[config.mk]
export PLATFORM = sky130hd
export DESIGN_NAME = punc_control
export DESIGN_NICKNAME = d
export VERILOG_FILES = /design/src/rtl/punc_control.sv
export SDC_FILE = /design/constraint.sdc
export NUM_CORES = 1
export LEC_CHECK = 0
export CORE_MARGIN = 1.5
export CORE_UTILIZATION = 32
export DETAILED_ROUTE_END_ITERATION = 6
export PLACE_DENSITY = 0.78
export SYNTH_ARGS = -nofsm -noshare
export SYNTH_HDL_FRONTEND = slang
export SYNTH_SLANG_ARGS = --single-unit
[constraint.sdc]
create_clock -name clk -period 1.9 [get_ports clk]
set_input_delay 0.19 -clock clk [delete_from_list [all_inputs] [get_ports clk]]
set_output_delay 0.19 -clock clk [all_outputs]
set_load 0.01 [all_outputs]
[src/rtl/punc_control.sv]
// rtl/punc_control.sv - PUnC LC3 multi-cycle control FSM
// Fetch/decode/execute sequencing; control outputs decoded from state, ir and n/z/p.
module punc_control (
    input  logic        clk,
    input  logic        rst,
    input  logic [15:0] ir,
    input  logic        n,
    input  logic        z,
    input  logic        p,
    output logic        mem_w_en,
    output logic [1:0]  mem_w_addr_sel,
    output logic        mem_w_data_sel,
    output logic [1:0]  mem_r_addr_sel,
    output logic        rf_w_en,
    output logic        rf_r0_addr_sel,
    output logic        rf_r1_addr_sel,
    output logic [1:0]  rf_w_data_sel,
    output logic        rf_w_addr_sel,
    output logic        ir_ld,
    output logic        pc_ld,
    output logic        pc_clr,
    output logic        pc_inc,
    output logic [1:0]  pc_ld_data_sel,
    output logic [2:0]  alu_sel,
    output logic        cond_ld,
    output logic        cond_ld_data_sel,
    output logic        halted
);

    typedef enum logic [2:0] {
        S_FETCH  = 3'd0,
        S_DECODE = 3'd1,
        S_EXEC   = 3'd2,
        S_EXEC2  = 3'd3,
        S_HALT   = 3'd4
    } state_t;

    localparam logic [3:0] OP_BR   = 4'b0000;
    localparam logic [3:0] OP_ADD  = 4'b0001;
    localparam logic [3:0] OP_LD   = 4'b0010;
    localparam logic [3:0] OP_ST   = 4'b0011;
    localparam logic [3:0] OP_JSR  = 4'b0100;
    localparam logic [3:0] OP_AND  = 4'b0101;
    localparam logic [3:0] OP_LDR  = 4'b0110;
    localparam logic [3:0] OP_STR  = 4'b0111;
    localparam logic [3:0] OP_NOT  = 4'b1001;
    localparam logic [3:0] OP_LDI  = 4'b1010;
    localparam logic [3:0] OP_STI  = 4'b1011;
    localparam logic [3:0] OP_JMP  = 4'b1100;
    localparam logic [3:0] OP_LEA  = 4'b1110;
    localparam logic [3:0] OP_HALT = 4'b1111;

    localparam logic [2:0] ALU_ADD  = 3'd0;
    localparam logic [2:0] ALU_ADDI = 3'd1;
    localparam logic [2:0] ALU_AND  = 3'd2;
    localparam logic [2:0] ALU_ANDI = 3'd3;
    localparam logic [2:0] ALU_NOT  = 3'd4;

    state_t     state_q, state_d;
    logic [3:0] opcode;
    logic       imm_mode;
    logic       br_taken;
    logic       unused_ir;

    assign opcode    = ir[15:12];
    assign imm_mode  = ir[5];
    assign br_taken  = (ir[11] & n) | (ir[10] & z) | (ir[9] & p);
    assign unused_ir = ^{ir[8:6], ir[4:0]};

    always_ff @(posedge clk) begin
        if (rst) begin
            state_q <= S_FETCH;
        end else begin
            state_q <= state_d;
        end
    end

    always_comb begin
        state_d = state_q;
        case (state_q)
            S_FETCH:  state_d = S_DECODE;
            S_DECODE: state_d = (opcode == OP_HALT) ? S_HALT : S_EXEC;
            S_EXEC:   state_d = (opcode == OP_LDI || opcode == OP_STI) ? S_EXEC2 : S_FETCH;
            S_EXEC2:  state_d = S_FETCH;
            S_HALT:   state_d = S_HALT;
            default:  state_d = S_FETCH;
        endcase
    end

    // Reset overrides the state decode so an aborted instruction never writes.
    always_comb begin
        mem_w_en         = 1'b0;
        mem_w_addr_sel   = 2'd0;
        mem_w_data_sel   = 1'b0;
        mem_r_addr_sel   = 2'd0;
        rf_w_en          = 1'b0;
        rf_r0_addr_sel   = 1'b0;
        rf_r1_addr_sel   = 1'b0;
        rf_w_data_sel    = 2'd0;
        rf_w_addr_sel    = 1'b0;
        ir_ld            = 1'b0;
        pc_ld            = 1'b0;
        pc_clr           = 1'b0;
        pc_inc           = 1'b0;
        pc_ld_data_sel   = 2'd0;
        alu_sel          = 3'd0;
        cond_ld          = 1'b0;
        cond_ld_data_sel = 1'b0;
        halted           = 1'b0;

        if (rst) begin
            pc_clr = 1'b1;
        end else begin
            case (state_q)
                S_FETCH: begin
                    mem_r_addr_sel = 2'd0;
                    ir_ld          = 1'b1;
                    pc_inc         = 1'b1;
                end

                S_DECODE: begin
                end

                S_EXEC: begin
                    case (opcode)
                        OP_ADD, OP_AND, OP_NOT: begin
                            rf_r0_addr_sel   = 1'b0;
                            rf_r1_addr_sel   = 1'b0;
                            rf_w_en          = 1'b1;
                            rf_w_data_sel    = 2'd0;
                            rf_w_addr_sel    = 1'b0;
                            cond_ld          = 1'b1;
                            cond_ld_data_sel = 1'b0;
                            if (opcode == OP_ADD) begin
                                alu_sel = imm_mode ? ALU_ADDI : ALU_ADD;
                            end else if (opcode == OP_AND) begin
                                alu_sel = imm_mode ? ALU_ANDI : ALU_AND;
                            end else begin
                                alu_sel = ALU_NOT;
                            end
                        end
                        OP_BR: begin
                            pc_ld          = br_taken;
                            pc_ld_data_sel = 2'd0;
                        end
                        OP_JMP: begin
                            pc_ld          = 1'b1;
                            pc_ld_data_sel = 2'd1;
                            rf_r0_addr_sel = 1'b0;
                        end
                        OP_JSR: begin
                            // PC already holds the return address, so R7 and PC update together.
                            rf_w_en        = 1'b1;
                            rf_w_addr_sel  = 1'b1;
                            rf_w_data_sel  = 2'd2;
                            pc_ld          = 1'b1;
                            pc_ld_data_sel = ir[11] ? 2'd2 : 2'd1;
                        end
                        OP_LD, OP_LDR: begin
                            mem_r_addr_sel   = (opcode == OP_LDR) ? 2'd2 : 2'd1;
                            rf_r0_addr_sel   = 1'b0;
                            rf_w_en          = 1'b1;
                            rf_w_data_sel    = 2'd1;
                            cond_ld          = 1'b1;
                            cond_ld_data_sel = 1'b1;
                        end
                        OP_LEA: begin
                            rf_w_en          = 1'b1;
                            rf_w_data_sel    = 2'd3;
                            cond_ld          = 1'b1;
                            cond_ld_data_sel = 1'b1;
                        end
                        OP_ST, OP_STR: begin
                            mem_w_en       = 1'b1;
                            mem_w_addr_sel = (opcode == OP_STR) ? 2'd1 : 2'd0;
                            mem_w_data_sel = 1'b0;
                            rf_r0_addr_sel = 1'b0;
                            rf_r1_addr_sel = 1'b1;
                        end
                        OP_LDI, OP_STI: begin
                            mem_r_addr_sel = 2'd1;
                        end
                        default: begin
                        end
                    endcase
                end

                S_EXEC2: begin
                    if (opcode == OP_LDI) begin
                        mem_r_addr_sel   = 2'd3;
                        rf_w_en          = 1'b1;
                        rf_w_data_sel    = 2'd1;
                        cond_ld          = 1'b1;
                        cond_ld_data_sel = 1'b1;
                    end else if (opcode == OP_STI) begin
                        mem_w_en       = 1'b1;
                        mem_w_addr_sel = 2'd2;
                        mem_w_data_sel = 1'b0;
                        rf_r1_addr_sel = 1'b1;
                    end
                end

                S_HALT: begin
                    halted = 1'b1;
                end

                default: begin
                end
            endcase
        end
    end

endmodule

; Yosys cells after proc, flatten, opt, wreduce, memory -nomap -nowiden
; Cells that the tools add are included.
[word_totals]
elab_cells = 89
output_inout_bits = 24
ff_bits = 3
[op_classes]
n_bitwise = 5
n_mux = 55
n_reduce_logical = 11
eq_ne = 17
[op_table]
columns = op, count
row1 = 1-bit 2-to-1 mux, 26
row2 = 4-bit equality test (second input constant), 6
row3 = 2-bit 2-to-1 mux, 11
row4 = 2-bit case mux with 2 select lines, 5
row5 = 3-bit 2-to-1 mux, 6
row6 = 4-bit by 3-bit equality test with 1-bit output (second input constant), 4
row7 = 3-bit case mux with 4 select lines, 1
row8 = 1-bit case mux with 2 select lines, 5
row9 = 4-bit by 2-bit equality test with 1-bit output (second input constant), 2
row10 = 2-bit OR reduction, 4
row11 = 7-bit OR reduction, 1
row12 = 3-bit by 2-bit equality test with 1-bit output (second input constant), 2
row13 = 2-bit case mux with 3 select lines, 1
row14 = 3-bit OR reduction, 2
row15 = 6-bit OR reduction, 1
row16 = 4-bit by 1-bit equality test with 1-bit output (second input constant), 1
row17 = 4-bit zero test, 1
row18 = 1-bit bitwise AND, 3
row19 = 3-bit by 1-bit equality test with 1-bit output (second input constant), 1
row20 = 3-bit equality test (second input constant), 1
row21 = 3-bit zero test, 1
row22 = 1-bit bitwise OR, 2
row23 = 1-bit logical OR, 1

; Depth between registers and ports, before layout
; Gate-level depths: netlist (run 1).
[logic_depth]
word_depth = 6
ltp_mapped = 6
mapped_depth_nobuf = 4

; Worst setup path before layout (run 1)
; Ideal clock, no wire load.
[synth_timing]
path_kind = flip-flop to output port
from = register state_q[1]
to = output rf_r1_addr_sel
stages_incl_launch_ff = 6
t_arrival_ns = 1.462
n_path_buf = 3
path_slack_ns = 0.248
path_cell_list = dfxtp_1 -> buf_4 -> or3b_1 -> buf_6 -> nor3_1 -> buf_4
[synth_via]
elab_chain_cells = 3
word_cells_on_any_way = 4
classes_between = eq/ne (2) / mux (2)
[synth_rtl]
columns = item, line
row1 = start: declaration, 59  ; state_t state_q, state_d;
row2 = start signal: assignment, 74  ; state_q <= state_d;
row3 = 3-bit by 2-bit equality test with 1-bit output, -
row4 = 1-bit case mux with 2 select lines *, -
row5 = 1-bit 2-to-1 mux *, -
row6 = end: declaration, 16  ; output logic rf_r1_addr_sel,
; Every way passes the cells marked *; elsewhere a longest branch is shown, timed or not.

; Worst setup path after layout (run 1)
[layout_timing]
from = input rst
to = output rf_r1_addr_sel
[layout_via]
elab_chain_cells = 1
[layout_rtl]
columns = item, line
row1 = start: declaration, 5  ; input logic rst,
row2 = 1-bit 2-to-1 mux, 111  ; if (rst) begin
; No other way between the ends.

==> flow_summary.json, run 1 <==
{
  "status": "completed",
  "power.total_mw": 0.3705,
  "nNetsFinal": 156,
  "drtIter0Drc": 18,
  "root_buffer": "clkbuf_4",
  "yosysSeqAreaShare": 0.1048,
  "clk_pin_slew_ns": 0.04,
  "grt_usage": 0.1774,
  "fmax_ghz": 0.5296,
  "p_leak_nw": 0.5202,
  "rows": 15,
  "final_util": 0.6418,
  "syn_to_final_growth_pct": 91.27,
  "htreeDepth": 1,
  "rsz0062_at_grt": "yes",
  "ios": 45,
  "min_path_type": "flip-flop to flip-flop",
  "timing.hold.ws_ns": 0.5582,
  "die_w_um": 45.32,
  "cp-start-kind": "input pin",
  "dieArea_mm2": 0.002053,
  "worstSkewPairLatency_ns": 0.25,
  "synthDistinctLibCells": 36,
  "largest_register": "state_q",
  "worstPathArrival_ns": 1.70,
  "ant_nets": 0,
  "synth_cells": 79,
  "cts_made_buffers": 3,
  "synth_edf_count": 0,
  "clkPwrFrac": 0.324,
  "final_cell_mix": "28 x buf_4, 12 x clkdlybuf4s50_1, 12 x dlygate4sd2_1",
  "hold_viol_final": 0,
  "grt_pass1_vias": 688,
  "met3_usage": 0.06000,
  "post_drt_wl_per_cell_um": 11.35,
  "hp-start": "state_q[1]",
  "gr-usage-met1": 0.1794,
  "final.min_clock_period_ns": 1.888,
  "crit_start": "rst",
  "place_congestion": 0.8085,
  "async_reset_ff_frac": 0,
  "io_buffers": 34,
  "maxSlewViolCount": 0,
  "vias_per_cell": 4.881,
  "reg_top3": "state_q (3)",
  "wl_um": 1804,
  "ys_ff_latch": 3,
  "drt_pass1_iterations": 4,
  "swShare": 0.3387,
  "worstSetupPathType": "input pin to output pin",
  "drc": 0,
  "largest_reg_flops": 3,
  "synth.cell_area_um2": 573.1,
  "yosys_warnings": 0,
  "synth_flop_cell": "dfxtp_1",
  "use_met2": 0.3200,
  "fill_cells": 152,
  "reg2reg_from": "state_q[0]",
  "cp_max_fo": 4,
  "initial_core_util": 0.3355,
  "syn_area_per_cell_um2": 7.254,
  "grt.busiest_layer": "met2",
  "grt_start_max_net_pins": 10,
  "power_density_mw_per_mm2": 338.0,
  "diodes": 0,
  "overflow": 0,
  "core_area_mm2": 0.001708,
  "pwr-share-seq": 0.191,
  "die_y_um": 45.32,
  "setup_violations": 0,
  "drv_cap": 0,
  "skew_ns": 0.006697,
  "pwr-share-comb": 0.486,
  "switchingPower_mw": 0.1255,
  "ir_drop_v": 0.0003521,
  "multi_input_area_um2": 437.9,
  "place.detailed.hpwl_um": 1341,
  "cts_sinks": 3,
  "period_share": 0.9937,
  "cts_buffer_depth": 2,
  "grt_pass1_wl_um": 2677,
  "internal_power_mw": 0.2450,
  "cts_tree": "built",
  "antenna_found_initial": 0,
  "final_layout_size_suffix_gt1_frac": 0.3731,
  "num_vias": 776,
  "rrSetupSlack_ns": 0.81,
  "final_common_cell": "buf_4",
  "end_kind": "output pin",
  "cp.required_ns": 1.71,
  "ff_latch_area_um2": 61.31
}
==> path summary, 6_finish.rpt <==
check / cells past startpoint / end
worst max-delay path: 5 / rf_r1_addr_sel
worst min-delay path: 2 / state_q[2]
worst max register to register: 5 / state_q[2]
worst min register to register: 2 / state_q[2]
==> timing repair <==
item / CTS / global route
hold buffers: 0 / 0
resized for setup: 27 / 20
setup buffers: 1 / 0
endpoints found under the setup margin: 20 / 17
pin swaps: 1 / 1
==> per-stage QoR <==
step	std cells	area [um2]	setup slack, ns	TNS, ns
3_3_place_gp	154	1047	-0.3598	-4.379
6_report	159	1096	0.01195	0
2_1_floorplan	80	576.8	0.2483	0
4_1_cts	159	1075	0.001917	0
3_5_place_dp	154	1047	-0.3854	-4.847
5_1_grt	159	1096	-0.06025	-0.1582
==> layer usage <==
metal,vias to the layer above,share of wire
li1,388,-
met1,352,0.42
met2,34,0.51
met3,2,0.062
met4,0,0.0055
met5,-,0
==> cells by family after synthesis <==
group / count (synthesis) / share of synthesized area
buffers and inverters: 14 / 0.2009
other: 1 / 0.006544
AO/OA/AOI/OAI: 14 / 0.1856
flip-flops: 3 / 0.1048
XOR/XNOR: 2 / 0.03057
AND/OR/NAND/NOR: 45 / 0.4716
==> Yosys cell counts, types with 2 or more instances <==
master / number / area [um2]
nor2_1: 10 / 37.54
nand2_1: 5 / 18.77
nor4b_1: 4 / 35.03
buf_6: 2 / 22.52
clkbuf_8: 2 / 27.53
nand2b_1: 2 / 12.51
nand2b_2: 2 / 17.52
a21oi_1: 4 / 20.02
nor2b_1: 3 / 18.77
buf_4: 7 / 52.55
nor3_1: 9 / 45.04
dfxtp_1: 3 / 60.06
nand4_1: 2 / 12.51
nand3_1: 2 / 10.01
==> power groups by stage <==
stage	clock (mW)	combinational (mW)	sequential [mW]
final	0.120	0.180	0.0706
after global placement	0	0.170	0.0705
after detailed placement	0	0.174	0.0707
after global routing	0.131	0.194	0.0714
after CTS	0.123	0.174	0.0697
after floorplan	0	0.0941	0.0703
==> worst max-delay path, stage by stage <==
cell	delay, ns
clkdlybuf4s50_1	0.43
or3b_4	0.43
buf_4	0.15
nor3_1	0.20
dlygate4sd2_1	0.30
==> final cells by class <==
class	count	share of cell area
clock buffer	4	0.02397
inverter	1	0.003425
multi-input combinational	63	0.3995
sequential	3	0.05594
tap	25	0.02854
timing repair buffer	63	0.4886
Power figures use the tool's default switching activity.
==> inputs of run 2 (changes only) <==
--- a/config.mk
+++ b/config.mk
@@ -9,6 +9,7 @@
 export CORE_UTILIZATION = 32
 export DETAILED_ROUTE_END_ITERATION = 6
 export PLACE_DENSITY = 0.78
+export SKIP_LAST_GASP = 1
 export SYNTH_ARGS = -nofsm -noshare
 export SYNTH_HDL_FRONTEND = slang
 export SYNTH_SLANG_ARGS = --single-unit
==> run 2 against run 1 <==
  * Global-route usage did not move
  * Via count rose by 0.64%
  * Combinational power barely moved
  * Clock skew barely moved
  * Sequential power barely moved
  * Count of clock-buffer cells in the layout did not move
  * Routed wire length fell by 0.72%
  * Hold slack improved by 0.023 ns
  * Setup slack improved by 0.042 ns
  * Non-clock buffer count did not move
==> flow_summary.json, run 2 (synthesis gave the netlist of run 1 again) <==
{
  "largest_register": "state_q",
  "ios": 45,
  "cp.required_ns": 1.71,
  "reg_top3": "state_q (3)",
  "hold_buffers": 0,
  "worstPathArrival_ns": 1.66,
  "fmax_ghz": 0.5418,
  "clkPwrFrac": 0.325,
  "cts_tree": "built",
  "die_y_um": 45.32,
  "worstSetupPathType": "input pin to output pin",
  "dieArea_mm2": 0.002053,
  "grt_start_max_net_pins": 10,
  "diodes": 0,
  "clk_pin_slew_ns": 0.04,
  "initial_core_util": 0.3355,
  "cts_made_buffers": 3,
  "setup_ws_ns": 0.05445,
  "grt_usage": 0.1774,
  "grt_pass1_wl_um": 2677,
  "skew_ns": 0.006702,
  "die_w_um": 45.32,
  "power_density_mw_per_mm2": 347.4,
  "rows": 15,
  "cp-start-kind": "input pin",
  "drt_pass1_iterations": 4,
  "pwr-share-seq": 0.189,
  "final_common_cell": "buf_4",
  "swShare": 0.3412,
  "min_path_type": "flip-flop to flip-flop",
  "setup_violations": 0,
  "status": "completed",
  "internal_power_mw": 0.2446,
  "final_cell_mix": "28 x buf_4, 12 x clkdlybuf4s50_1, 10 x clkbuf_2",
  "dp_cells": 154,
  "syn_to_final_growth_pct": 86.46,
  "final_layout_size_suffix_gt1_frac": 0.4328,
  "timing.rr.end": "state_q[2]",
  "end_kind": "output pin",
  "post_drt_wl_per_cell_um": 11.26,
  "drv_cap": 0,
  "pwr-share-comb": 0.485,
  "maxSlewViolCount": 0,
  "num_vias": 781,
  "worstHoldEndpoint": "state_q[0]",
  "drtIter0Drc": 18,
  "place.detailed.hpwl_um": 1341,
  "antenna_found_initial": 0,
  "reg2reg_from": "state_q[0]",
  "root_buffer": "clkbuf_4",
  "place_congestion": 0.8085,
  "power.total_mw": 0.3712,
  "drc": 0,
  "cts_sinks": 3,
  "p_leak_nw": 0.4945,
  "ant_nets": 0,
  "final_util": 0.6256,
  "grt_pass1_vias": 688,
  "io_buffers": 34,
  "hold_viol_final": 0,
  "cp_max_fo": 4,
  "htreeDepth": 1,
  "rrSetupSlack_ns": 0.80,
  "core_area_mm2": 0.001708,
  "final.min_clock_period_ns": 1.846,
  "cts_buffer_depth": 2,
  "hp-start": "state_q[0]",
  "final_cells": 159,
  "ir_drop_v": 0.0003543,
  "overflow": 0,
  "vias_per_cell": 4.912,
  "worstSkewPairLatency_ns": 0.25,
  "largest_reg_flops": 3,
  "place_ws_ns": -0.3854,
  "rr_worst_depth": 5,
  "period_share": 0.9713,
  "hold_depth": 2,
  "nNetsFinal": 156,
  "wl_um": 1791,
  "switchingPower_mw": 0.1267
}
==> run 2: cell count changes in the layout (fill, tap and decap cells not counted) <==
cell	delta
dlygate4sd2_1	-6
dlygate4sd1_1	-1
nor3_2	+1
dfxtp_1	+1
clkdlybuf4s15_1	-1
nor3_1	-1
dfxtp_2	-1
clkbuf_2	+8
==> run 2: cell type report <==
| class | count | area (um2) |
|---|---|---|
| clock buffers | 4 | 26.28 |
| fillers | 155 | 639.4 |
| inverters | 1 | 3.754 |
| multi-input cells | 63 | 442.9 |
| flip-flops and latches | 3 | 60.06 |
| well taps | 25 | 31.28 |
| repair buffers | 63 | 504.2 |
==> run 2: critical path, stage by stage <==
cell and delay [ns]:
clkdlybuf4s50_1 0.43, or3b_4 0.45, buf_4 0.16, nor3_1 0.17, clkdlybuf4s15_1 0.26
==> run 2: worst max-delay path by stage <==
| stage | from | to | slack, ns |
|---|---|---|---|
| 6_report | rst | rf_w_data_sel[0] | 0.05 |
| 4_1_cts | rst | cond_ld | -0.03 |
| 3_3_place_gp | rst | cond_ld | -0.36 |
| 3_5_place_dp | rst | cond_ld | -0.39 |
| 5_1_grt | state_q[1] | rf_w_addr_sel | -0.004 |
| 2_1_floorplan | state_q[1] | rf_r1_addr_sel | 0.25 |
==> run 2: power groups by stage <==
stage	logic, mW	clock network [mW]	registers (mW)
after floorplan	0.0941	0	0.0703
after global placement	0.170	0	0.0705
after detailed placement	0.174	0	0.0707
after CTS	0.174	0.123	0.0697
after global routing	0.195	0.131	0.0710
final	0.180	0.121	0.0703
==> run 2: routing by layer <==
metal  routed length [um]  vias up  GRT usage
met2                  915       39     0.3200
met5                    0        -          0
met3                  111        2    0.06000
li1                     -      388          -
met4                   10        0    0.08824
met1                  754      352     0.1794
==> run 2: timing repair <==
item | CTS | global route
setup buffers | 1 | 0
gates resized for setup | 25 | 36
setup endpoints to repair | 20 | 17
pin swaps | 1 | 0
==> run 2: through the flow <==
stage | hold slack (ns) | instance area, um2 | TNS (ns)
finish | 0.5816 | 1069 | 0
floorplan | 0.2693 | 576.8 | 0
global placement | 0.5582 | 1047 | -4.379
detailed placement | 0.5664 | 1047 | -4.847
CTS | 0.5720 | 1072 | -0.03052
global route | 0.6263 | 1069 | -0.003870
